--- src/rtl/texture_filter_pkg.sv ---
// Shared definitions for the texture filter: pixel formats, RGBA channel
// offsets inside a 32-bit RGBA8888 word, and the 16-bit to RGBA8888 expansion.
package texture_filter_pkg;

  localparam logic [1:0] FMT_RGB565   = 2'd0;
  localparam logic [1:0] FMT_RGBA4444 = 2'd1;
  localparam logic [1:0] FMT_RGBA5551 = 2'd2;

  localparam int CH_R = 24;
  localparam int CH_G = 16;
  localparam int CH_B = 8;
  localparam int CH_A = 0;

  // Replicating the top bits spreads the full range onto 0x00..0xFF exactly.
  function automatic logic [31:0] expand_texel(logic [1:0] format, logic [15:0] texel);
    logic [31:0] px;
    px = '0;
    case (format)
      FMT_RGBA4444: begin
        px[CH_R +: 8] = {texel[15:12], texel[15:12]};
        px[CH_G +: 8] = {texel[11:8], texel[11:8]};
        px[CH_B +: 8] = {texel[7:4], texel[7:4]};
        px[CH_A +: 8] = {texel[3:0], texel[3:0]};
      end
      FMT_RGBA5551: begin
        px[CH_R +: 8] = {texel[15:11], texel[15:13]};
        px[CH_G +: 8] = {texel[10:6], texel[10:8]};
        px[CH_B +: 8] = {texel[5:1], texel[5:3]};
        px[CH_A +: 8] = {8{texel[0]}};
      end
      default: begin
        px[CH_R +: 8] = {texel[15:11], texel[15:13]};
        px[CH_G +: 8] = {texel[10:5], texel[10:9]};
        px[CH_B +: 8] = {texel[4:0], texel[4:2]};
        px[CH_A +: 8] = 8'hFF;
      end
    endcase
    return px;
  endfunction

endpackage

--- src/rtl/texture_bilinear_filter_if.sv ---
// Beat interface between the texture buffer, the filter and the fragment stage.
interface texture_bilinear_filter_if #(
  parameter int FRAC_WIDTH = 8,
  parameter int USER_WIDTH = 32
);
  logic                  in_valid;
  logic [USER_WIDTH-1:0] in_user;
  logic [15:0]           texel00;
  logic [15:0]           texel01;
  logic [15:0]           texel10;
  logic [15:0]           texel11;
  logic [FRAC_WIDTH-1:0] frac_s;
  logic [FRAC_WIDTH-1:0] frac_t;
  logic [1:0]            pixel_format;
  logic                  filter_enable;
  logic                  out_valid;
  logic [USER_WIDTH-1:0] out_user;
  logic [31:0]           out_texel;

  modport master (
    output in_valid, in_user, texel00, texel01, texel10, texel11,
           frac_s, frac_t, pixel_format, filter_enable,
    input  out_valid, out_user, out_texel
  );

  modport slave (
    input  in_valid, in_user, texel00, texel01, texel10, texel11,
           frac_s, frac_t, pixel_format, filter_enable,
    output out_valid, out_user, out_texel
  );
endinterface

--- src/rtl/lerp_channel.sv ---
// Combinational 8-bit linear interpolation a + floor((b - a) * f / 2^FRAC_WIDTH).
module lerp_channel #(
  parameter int FRAC_WIDTH = 8
) (
  input  logic [7:0]            a,
  input  logic [7:0]            b,
  input  logic [FRAC_WIDTH-1:0] f,
  output logic [7:0]            res
);
  localparam int PW = FRAC_WIDTH + 10;

  logic signed [8:0]    diff;
  logic signed [PW-1:0] prod;
  logic signed [PW-1:0] delta;
  logic signed [PW-1:0] sum;

  assign diff  = $signed({1'b0, b}) - $signed({1'b0, a});
  assign prod  = diff * $signed({1'b0, f});
  assign delta = prod >>> FRAC_WIDTH;
  assign sum   = $signed({{(PW-8){1'b0}}, a}) + delta;
  // The blend never leaves [min(a,b), max(a,b)], so dropping the upper bits is exact.
  assign res   = 8'(sum);
endmodule

--- src/rtl/texture_bilinear_filter.sv ---
// Four-stage bilinear texel filter: expand (S1), horizontal lerp (S2),
// vertical lerp (S3), nearest/bilinear select (S4). ce freezes every stage.
module texture_bilinear_filter
  import texture_filter_pkg::*;
#(
  parameter int FRAC_WIDTH = 8,
  parameter int USER_WIDTH = 32
) (
  input  logic aclk,
  input  logic resetn,
  input  logic ce,
  texture_bilinear_filter_if.slave bus
);
  localparam int STAGES = 4;
  localparam int NUM_LANES = 4;

  logic [STAGES:1]                 vldPipe;
  logic [STAGES:1][USER_WIDTH-1:0] userPipe;
  logic [3:1]                      fePipe;

  logic [3:0][31:0]                quadS1;   // 0:e00 1:e01 2:e10 3:e11
  logic [FRAC_WIDTH-1:0]           fracSS1, fracTS1, fracTS2;
  logic [NUM_LANES-1:0][7:0]       topC, botC, vertC;
  logic [NUM_LANES-1:0][7:0]       topS2, botS2, resS3;
  logic [31:0]                     e00S2, e00S3, pixS4;

  // Only the valid chain is reset; reset wins over ce so in-flight beats drop.
  always_ff @(posedge aclk) begin
    if (!resetn) vldPipe <= '0;
    else if (ce) vldPipe <= {vldPipe[STAGES-1:1], bus.in_valid};
  end

  always_ff @(posedge aclk) begin
    if (ce) begin
      quadS1   <= {expand_texel(bus.pixel_format, bus.texel11),
                   expand_texel(bus.pixel_format, bus.texel10),
                   expand_texel(bus.pixel_format, bus.texel01),
                   expand_texel(bus.pixel_format, bus.texel00)};
      fracSS1  <= bus.frac_s;
      fracTS1  <= bus.frac_t;
      topS2    <= topC;
      botS2    <= botC;
      fracTS2  <= fracTS1;
      e00S2    <= quadS1[0];
      resS3    <= vertC;
      e00S3    <= e00S2;
      pixS4    <= fePipe[3] ? resS3 : e00S3;
      userPipe <= {userPipe[STAGES-1:1], bus.in_user};
      fePipe   <= {fePipe[2:1], bus.filter_enable};
    end
  end

  for (genvar ch = 0; ch < NUM_LANES; ch++) begin : gLane
    lerp_channel #(.FRAC_WIDTH(FRAC_WIDTH)) uTop (
      .a(quadS1[0][ch*8 +: 8]), .b(quadS1[1][ch*8 +: 8]), .f(fracSS1), .res(topC[ch]));
    lerp_channel #(.FRAC_WIDTH(FRAC_WIDTH)) uBot (
      .a(quadS1[2][ch*8 +: 8]), .b(quadS1[3][ch*8 +: 8]), .f(fracSS1), .res(botC[ch]));
    lerp_channel #(.FRAC_WIDTH(FRAC_WIDTH)) uVert (
      .a(topS2[ch]), .b(botS2[ch]), .f(fracTS2), .res(vertC[ch]));
  end

  assign bus.out_valid = vldPipe[STAGES];
  assign bus.out_user  = userPipe[STAGES];
  assign bus.out_texel = pixS4;
endmodule

--- src/flat_wrapper.sv ---
// flat-port wrapper written by rule: the top's interface ports become plain ports
module texture_bilinear_filter_flat import texture_filter_pkg::*;
#(
  parameter int FRAC_WIDTH = 8,
  parameter int USER_WIDTH = 32
)
  (aclk, resetn, ce, bus_in_valid, bus_in_user, bus_texel00, bus_texel01, bus_texel10, bus_texel11, bus_frac_s, bus_frac_t, bus_pixel_format, bus_filter_enable, bus_out_valid, bus_out_user, bus_out_texel);
  texture_bilinear_filter_if #(.FRAC_WIDTH(FRAC_WIDTH), .USER_WIDTH(USER_WIDTH)) bus_i ();
  input  logic aclk;
  input  logic resetn;
  input  logic ce;
  input wire logic [$bits(bus_i.in_valid)-1:0] bus_in_valid;
  input wire logic [$bits(bus_i.in_user)-1:0] bus_in_user;
  input wire logic [$bits(bus_i.texel00)-1:0] bus_texel00;
  input wire logic [$bits(bus_i.texel01)-1:0] bus_texel01;
  input wire logic [$bits(bus_i.texel10)-1:0] bus_texel10;
  input wire logic [$bits(bus_i.texel11)-1:0] bus_texel11;
  input wire logic [$bits(bus_i.frac_s)-1:0] bus_frac_s;
  input wire logic [$bits(bus_i.frac_t)-1:0] bus_frac_t;
  input wire logic [$bits(bus_i.pixel_format)-1:0] bus_pixel_format;
  input wire logic [$bits(bus_i.filter_enable)-1:0] bus_filter_enable;
  output wire logic [$bits(bus_i.out_valid)-1:0] bus_out_valid;
  output wire logic [$bits(bus_i.out_user)-1:0] bus_out_user;
  output wire logic [$bits(bus_i.out_texel)-1:0] bus_out_texel;
  assign bus_i.in_valid = bus_in_valid;
  assign bus_i.in_user = bus_in_user;
  assign bus_i.texel00 = bus_texel00;
  assign bus_i.texel01 = bus_texel01;
  assign bus_i.texel10 = bus_texel10;
  assign bus_i.texel11 = bus_texel11;
  assign bus_i.frac_s = bus_frac_s;
  assign bus_i.frac_t = bus_frac_t;
  assign bus_i.pixel_format = bus_pixel_format;
  assign bus_i.filter_enable = bus_filter_enable;
  assign bus_out_valid = bus_i.out_valid;
  assign bus_out_user = bus_i.out_user;
  assign bus_out_texel = bus_i.out_texel;
  texture_bilinear_filter #(.FRAC_WIDTH(FRAC_WIDTH), .USER_WIDTH(USER_WIDTH)) u_core (.aclk(aclk), .resetn(resetn), .ce(ce), .bus(bus_i));
endmodule
--- config.mk ---
export PLATFORM = sky130hd
export DESIGN_NAME = texture_bilinear_filter_flat
export DESIGN_NICKNAME = d
export VERILOG_FILES = /design/src/rtl/texture_filter_pkg.sv /design/src/rtl/texture_bilinear_filter_if.sv /design/src/rtl/lerp_channel.sv /design/src/rtl/texture_bilinear_filter.sv /design/src/flat_wrapper.sv
export SDC_FILE = /design/constraint.sdc
export NUM_CORES = 2
export LEC_CHECK = 0
export CAP_MARGIN = 20
export CORE_MARGIN = 8
export CORE_UTILIZATION = 55
export DETAILED_ROUTE_END_ITERATION = 10
export DONT_BUFFER_PORTS = 1
export PLACE_DENSITY = 0.79
export SLEW_MARGIN = 0
export SYNTH_ARGS = -nofsm -noshare
export SYNTH_HDL_FRONTEND = slang
export SYNTH_SLANG_ARGS = --single-unit
--- constraint.sdc ---
create_clock -name aclk -period 14.3 [get_ports aclk]
set_input_delay 0 -clock aclk [delete_from_list [all_inputs] [get_ports aclk]]
set_output_delay 0 -clock aclk [all_outputs]
set_load 0.01 [all_outputs]
== After elaboration in Yosys (flattened, before gate mapping) ==
Index checks and enable logic that the tools add are counted.
Widths: inputs -> output; s select.

* Mux-type cells: 5
* Eq/ne operators: 2
* Add/sub/neg operators: 24
* $mul: 12

{| class="wikitable"
|+ Operators with widths
! cell !! count
|-
| $pmux 28 s2 || 4
|-
| $mul 9x9->16 || 12
|-
| $sub 8x8->9 || 12
|-
| $add 8x8->8 || 12
|-
| $mux 32 || 1
|-
| $eq 2x1->1 const B || 1
|-
| $eq 2x2->1 const B || 1
|}

* Word-level logic and storage cells: 71
* Input bits: 119
* Flip-flop bits (word level): 479
* Output and inout bits: 65

== Depth between registers and ports, before layout ==
* Depth after elaboration: 3
* Gate-level depth with buffers: 31
* Mapped depth without buffers: 31

== Modules after synthesis ==
From an unflattened synthesis, not the netlist that was laid out.

* Cells, all modules: 5,047
* Area total of the unflattened synthesis: 51,942.3 µm²

{| class="wikitable"
|+ By module, submodules not included
! module !! area each (µm²) !! times used !! sequential area each (µm²) !! cells an instance
|-
| texture_bilinear_filter || 15,568.7 || 1 || 13,623.1 || 768
|-
| lerp_channel at u_core.gLane[0].uBot ... || 3,012.9 || 4 || 0.0 || 359
|-
| lerp_channel at u_core.gLane[2].uBot ... || 3,075.4 || 3 || 0.0 || 359
|-
| lerp_channel at u_core.gLane[3].uTop || 3,101.7 || 1 || 0.0 || 359
|-
| lerp_channel at u_core.gLane[3].uVert || 3,010.4 || 1 || 0.0 || 355
|-
| lerp_channel at u_core.gLane[0].uTop || 3,001.6 || 1 || 0.0 || 352
|-
| lerp_channel at u_core.gLane[3].uBot || 2,999.1 || 1 || 0.0 || 350
|-
| lerp_channel at u_core.gLane[1].uVert || 2,982.9 || 1 || 0.0 || 350
|}

== Worst setup path after synthesis ==
No wires, ideal clock.

* Kind: reg-to-reg
* Start: register u_core.quadS1[25] in the netlist's numbering
* End: register u_core.topS2[31] in the netlist's numbering, data pin
* Stages on the path, launching flop included: 32
* Required time: 14.032 ns
* Setup time: 0.268 ns
* Path slack: 7.136 ns
* Path buffers: 0
* Period minus slack after synthesis: 7.164 ns
* Arrival: 6.896 ns
* Cells stage by stage: edfxtp_1 -> inv_1 -> ha_1 -> nor2b_1 -> o21ai_0 -> a21boi_0 -> o21ai_0 -> a21oi_1 -> xor2_1 -> nand2_1 -> fa_1 -> inv_1 -> fa_1 -> fa_1 -> inv_1 -> fa_1 -> inv_1 -> ha_1 -> or4_1 -> a41o_1 -> a31oi_4 -> and2b_1 -> o21a_1 -> nor2_1 -> xnor2_1 -> ha_1 -> nand2_1 -> o21ai_0 -> o21a_1 -> o21ai_0 -> nand2b_1 -> xnor3_1

* Longest elaborated chain between the ends: 3

{| class="wikitable"
|+ RTL lines
! what !! RTL line !! RTL
|-
| start: declaration || texture_bilinear_filter.sv:21 || <nowiki>logic [3:0][31:0] quadS1;</nowiki>
|-
| start signal: assignment || texture_bilinear_filter.sv:35 || <nowiki>quadS1 <= {expand_texel(bus.pixel_format, bus.texel11),</nowiki>
|-
| $sub 8x8->9 || lerp_channel.sv:17 || <nowiki>assign diff = $signed({1'b0, b}) - $signed({1'b0, a});</nowiki>
|-
| $mul 9x9->16 || lerp_channel.sv:18 || <nowiki>assign prod = diff * $signed({1'b0, f});</nowiki>
|-
| $add 8x8->8 (*) || lerp_channel.sv:20 || <nowiki>assign sum = $signed({{(PW-8){1'b0}}, a}) + delta;</nowiki>
|-
| via u_core.gLane[3].uTop.res[7] || lerp_channel.sv:8 || <nowiki>output logic [7:0] res</nowiki>
|-
| end signal: assignment || texture_bilinear_filter.sv:41 || <nowiki>topS2 <= topC;</nowiki>
|-
| end: declaration || texture_bilinear_filter.sv:24 || <nowiki>logic [NUM_LANES-1:0][7:0] topS2, botS2, resS3;</nowiki>
|}

Mark *: on every way through the listed nets, which the timed path passes. The rest lies on a longest branch.
A chain may end at the register's enable or synchronous reset.

== Final worst setup path ==
* Start: register u_core.quadS1[16] in the netlist's numbering
* End: register u_core.topS2[23] in the netlist's numbering, data pin

* Longest elaborated chain between the ends: 3

{| class="wikitable"
|+ RTL lines
! what !! RTL line
|-
| $sub 8x8->9 || lerp_channel.sv:17
|-
| $mul 9x9->16 || lerp_channel.sv:18
|-
| $add 8x8->8 (*) || lerp_channel.sv:20
|-
| via u_core.gLane[2].uTop.res[7] || lerp_channel.sv:8
|}

Marks and branches as above.

==> flow_results.org <==
** Run status
- Result of the run :: completed

** Critical path
- Arrival time of data at the critical path endpoint :: 8.36 ns
- Critical path start-end classification :: reg -> reg
- The endpoint identified for the worst register-to-register timing path is u_core.topS2[23]$_DFFE_PP_.
- Max stage delay cell, worst path :: xnor2_1
- CP max stage delay :: 0.68 ns
- STA puts the critical path data required time at 14.67 ns.
- Internal reg-to-reg setup slack :: 6.31 ns
- Top fanout value on the critical path :: 8
- The worst setup path is launched from a register.
- Startpoint of the most critical register-to-register path :: u_core.quadS1[16]$_DFFE_PP_
- STA classifies the critical path endpoint as a register.
- For the worst flop-to-flop path, the logic depth is 29.

** Synthesis
- Of the total synthesized cell area, the portion taken by full adders, half adders and majority gates is 0.391.
- Post-Synth Simple-Gate Area :: 0.128
- Of the total synthesized cell area, the portion taken by XOR and XNOR cells is 0.0556.
- For this run, asynchronously set or reset flops after synthesis account for 0.
- For this run, the register share of the synthesized area comes to 0.269.
- Area of the mapped netlist :: 50700 µm²
- Cell count after synthesis :: 4946
- Largest family of logic cells by synthesized area :: adder cells
- Complex-gate fraction of the synthesized area :: 0.0594
- Main synth FF type :: edfxtp_1
- Of the post-synthesis cell area, the part taken by muxes is 0.00612.
- Count of distinct cell types in the synthesized netlist :: 63
- Yosys warning count :: 0
- Mean post-synth cell area :: 10.3 µm²
- When the netlist entered floorplanning its net count stood at 6249.
- Number of enable-type register cells in the synthesized netlist :: 451
- The synthesized design contains approximately 460 register bits.

** Clock network
- TritonCTS built the clock tree.
- The root buffer cell chosen for the clock tree is clkbuf_16.
- Buffer depth of the longest clock path :: 3
- After clock tree synthesis, the setup repair step added 0 buffers.
- Clock Sinks :: 455
- After clock tree synthesis, the flow added hold-fix buffers numbering between 150 and 200.
- Clock-pin slew was measured on the worst setup and hold paths at 0.06 ns.
- TritonCTS Buffers :: a little under 50
- In this run the number of H-tree levels came out at 2.
- The clock reaches the later pin of the worst-skew pair after about 0.65 ns.
- CTS resizes :: 0

** Timing
- Counting I/O delays and the setup requirement, the final critical path takes 7.99 ns.
- The number of pins exceeding their max-slew limit in the final report came to 0.
- RSZ-0062 raised after global routing :: no
- Fin crit share :: 0.559
- Count of final hold-check violations :: 0
- For the pin with the worst max-slew slack, the measured transition is 1.05 ns.
- For the final routed database, the setup TNS stands at 0 ns.
- Based on the critical path, the design can be clocked at up to 125 MHz.
- Worst slew margin relative to its limit :: 0.294
- Setup violations remaining at the end of the flow were counted as 0.
- Setup clock skew after layout :: 0.0402 ns

** Worst hold path
- Worst Hold Depth :: 1
- Hold Crit Endpoint :: u_core.fracSS1[2]$_DFFE_PP_
- Type of the most critical hold path :: in -> reg
- Hold_sp :: bus_frac_s[2]

** Floorplanning
- The region available for standard cell placement spans 91500 µm².
- Height of the die :: roughly 320 µm
- The initial utilization of the core area, before any placement, comes to 0.554.
- After floorplanning, the core was divided into between 100 and 150 placement rows.
- # IOs :: between 150 and 200
- The floorplan step defined a die boundary enclosing 102000 µm².
- The die is roughly 320 µm wide.

** Job
- Max-cap violations in this run came to 0.

** Placement
- Placement-stage cell area :: between 50000 and 60000 µm²
- Once detailed placement completed, the half-perimeter wirelength came to 84400 µm.
- Input and output buffers added on the ports amount to 0.
- At the end of routability-driven placement, the weighted congestion stood at 0.870.

** GRT
- The first global-routing pass estimated around 190000 µm of wire.
- Leftover overflow at the end of global routing :: 0
- Entering global routing, the biggest net connects 455 pins.
- Across every metal layer, demand over resource in global routing totals 0.222.
- The number of antenna violations at the first check in global routing came to 18.
- Number of global-route vias before repair :: 35.8k

** Cells and area
- Layout area overhead :: 9.07%
- Number of fill cells in the layout :: about 7.2k
- Summing all non-filler instances in the final layout gives an area of 55300 µm².
- # nets final :: 6358
- In the final layout, the share of cells above drive strength 1 is 0.0316.

** Route
- Count of TritonRoute iterations in the first routing pass :: 5
- For this run, design rule violations remaining after detail routing come to 0.
- Iter 0 DRT Violations :: 2260
- WL per Instance :: 17.9 µm
- Detail-routed via count per cell :: 5.39
- The routed design has 113000 µm of wire.
- For this block, the via count after detailed routing is 33.9k.
- The detail route stage leaves a number of antenna-violating nets equal to 0.
metal layers:
metal	global-route usage	vias to the layer above	wire (µm)
li1	-	15800	-
met1	0.298	16900	47800
met2	0.368	1071	53000
met3	0.0397	223	8350
met4	0.0711	4	3360
met5	0	-	25
worst max path at each step:
stage               slack, ns                    endpoint  cells past startpoint                   startpoint
floorplan                7.14  u_core.topS2[31]$_DFFE_PP_                     31  u_core.quadS1[25]$_DFFE_PP_
global placement         6.50   u_core.botS2[7]$_DFFE_PP_                     30  u_core.quadS1[69]$_DFFE_PP_
detailed placement       6.35   u_core.botS2[7]$_DFFE_PP_                     30  u_core.quadS1[69]$_DFFE_PP_
CTS                      6.34  u_core.topS2[23]$_DFFE_PP_                     29  u_core.quadS1[16]$_DFFE_PP_
global route             5.67   u_core.botS2[7]$_DFFE_PP_                     30  u_core.quadS1[69]$_DFFE_PP_
finish                   6.31  u_core.topS2[23]$_DFFE_PP_                     29  u_core.quadS1[16]$_DFFE_PP_
synth_stat cells (all sizes together) (6+ instances only):
cell | number | area (µm²)
inv | 1042 | 3910
fa | 672 | 13500
nand2 | 522 | 1960
ha | 512 | 6410
edfxtp | 451 | 13500
and2 | 281 | 1760
xnor2 | 261 | 2290
nor2b | 180 | 1130
a21oi | 135 | 683
nor2 | 135 | 507
o21ai | 119 | 596
clkbuf | 106 | 398
nand2b | 90 | 563
xor2 | 56 | 490
a21o | 48 | 360
a22o | 48 | 420
buf | 44 | 290
nor3 | 41 | 205
mux2 | 24 | 270
o41ai | 22 | 230
a31oi | 15 | 115
a21boi | 13 | 97.6
o21a | 13 | 97.6
nor4 | 11 | 68.8
or2 | 11 | 68.8
a22oi | 10 | 75.1
or3 | 9 | 56.3
o31ai | 8 | 60.1
nand4b | 6 | 52.6
placed cells by master (no fill, tap or decap), types with 8 or more instances in the layout:
master,n
a21boi_0,13
a21o_1,48
a21oi_1,133
a22o_1,48
a22oi_1,10
a31oi_1,13
and2_1,281
buf_4,29
clkbuf_16,49
clkinv_1,8
diode_2,14
dlygate4sd3_1,176
edfxtp_1,451
fa_1,672
ha_1,511
inv_1,1042
mux2_2,24
nand2_1,522
nand2b_1,90
nor2_1,135
nor2b_1,179
nor3_1,41
nor4_1,11
o21a_1,13
o21ai_0,115
o31ai_1,8
o41ai_1,17
or2_2,11
or3_1,9
xnor2_1,261
xor2_1,55
cell type report:
class | instances | area (µm²) | share of cell area
multi-input combinational | 3299 | 32500 | 0.588
sequential | 455 | 13600 | 0.246
inverter | 1042 | 3910 | 0.0707
timing repair buffer | 208 | 2060 | 0.0373
tap | 1186 | 1480 | 0.0268
clock buffer | 51 | 1230 | 0.0223
clock inverter | 38 | 459 | 0.00830
antenna | 14 | 35.0 | 0.000633
through the flow:
step / setup slack [ns] / instances / hold slack, ns / utilization
CTS: 6.34 / 6275 / 0.00223 / 0.603
global route: 5.67 / 6287 / 0.0146 / 0.604
finish: 6.31 / 6293 / 0.0302 / 0.605
detailed placement: 6.35 / 6011 / 0.0989 / 0.566
floorplan: 7.14 / 4946 / 0.0989 / -
global placement: 6.50 / 6011 / 0.0989 / 0.566
sequential cells by signal, summed over array words and instances, names as in the netlist:
name                  cells
u_core.quadS1           112
u_core.bus.out_user      32
u_core.fracTS2            8
u_core.fracTS1            8
u_core.e00S3             28
u_core.fePipe             3
u_core.resS3             32
u_core.botS2             32
u_core.topS2             32
u_core.vldPipe            4
u_core.fracSS1            8
u_core.userPipe          96
u_core.e00S2             28
u_core.bus.out_texel     32
worst max-delay path, delay by kind of cell, from the launching register on:
kind | cells | cell delay, ns
xor+xnor | 5 | 1.28
simple gates | 4 | 0.73
fa+ha+maj | 8 | 3.16
flops | 1 | 0.47
buf+inv | 3 | 0.16
compound gates | 9 | 1.92
kinds of logic (layout without fill, tap and decap cells):
group,Yosys count,in the layout
DFF,455,455
muxes,28,28
other,0,14
adders and majority gates,1184,1184
and+or+nand+nor,1305,1305
xor gates and xnor gates,319,319
buffers and inverters,1192,1339
AOI/OAI and AO/OA,463,463
Power is not shown: default switching activity piles up to over one toggle a cycle in this logic, so the estimate is an artifact.
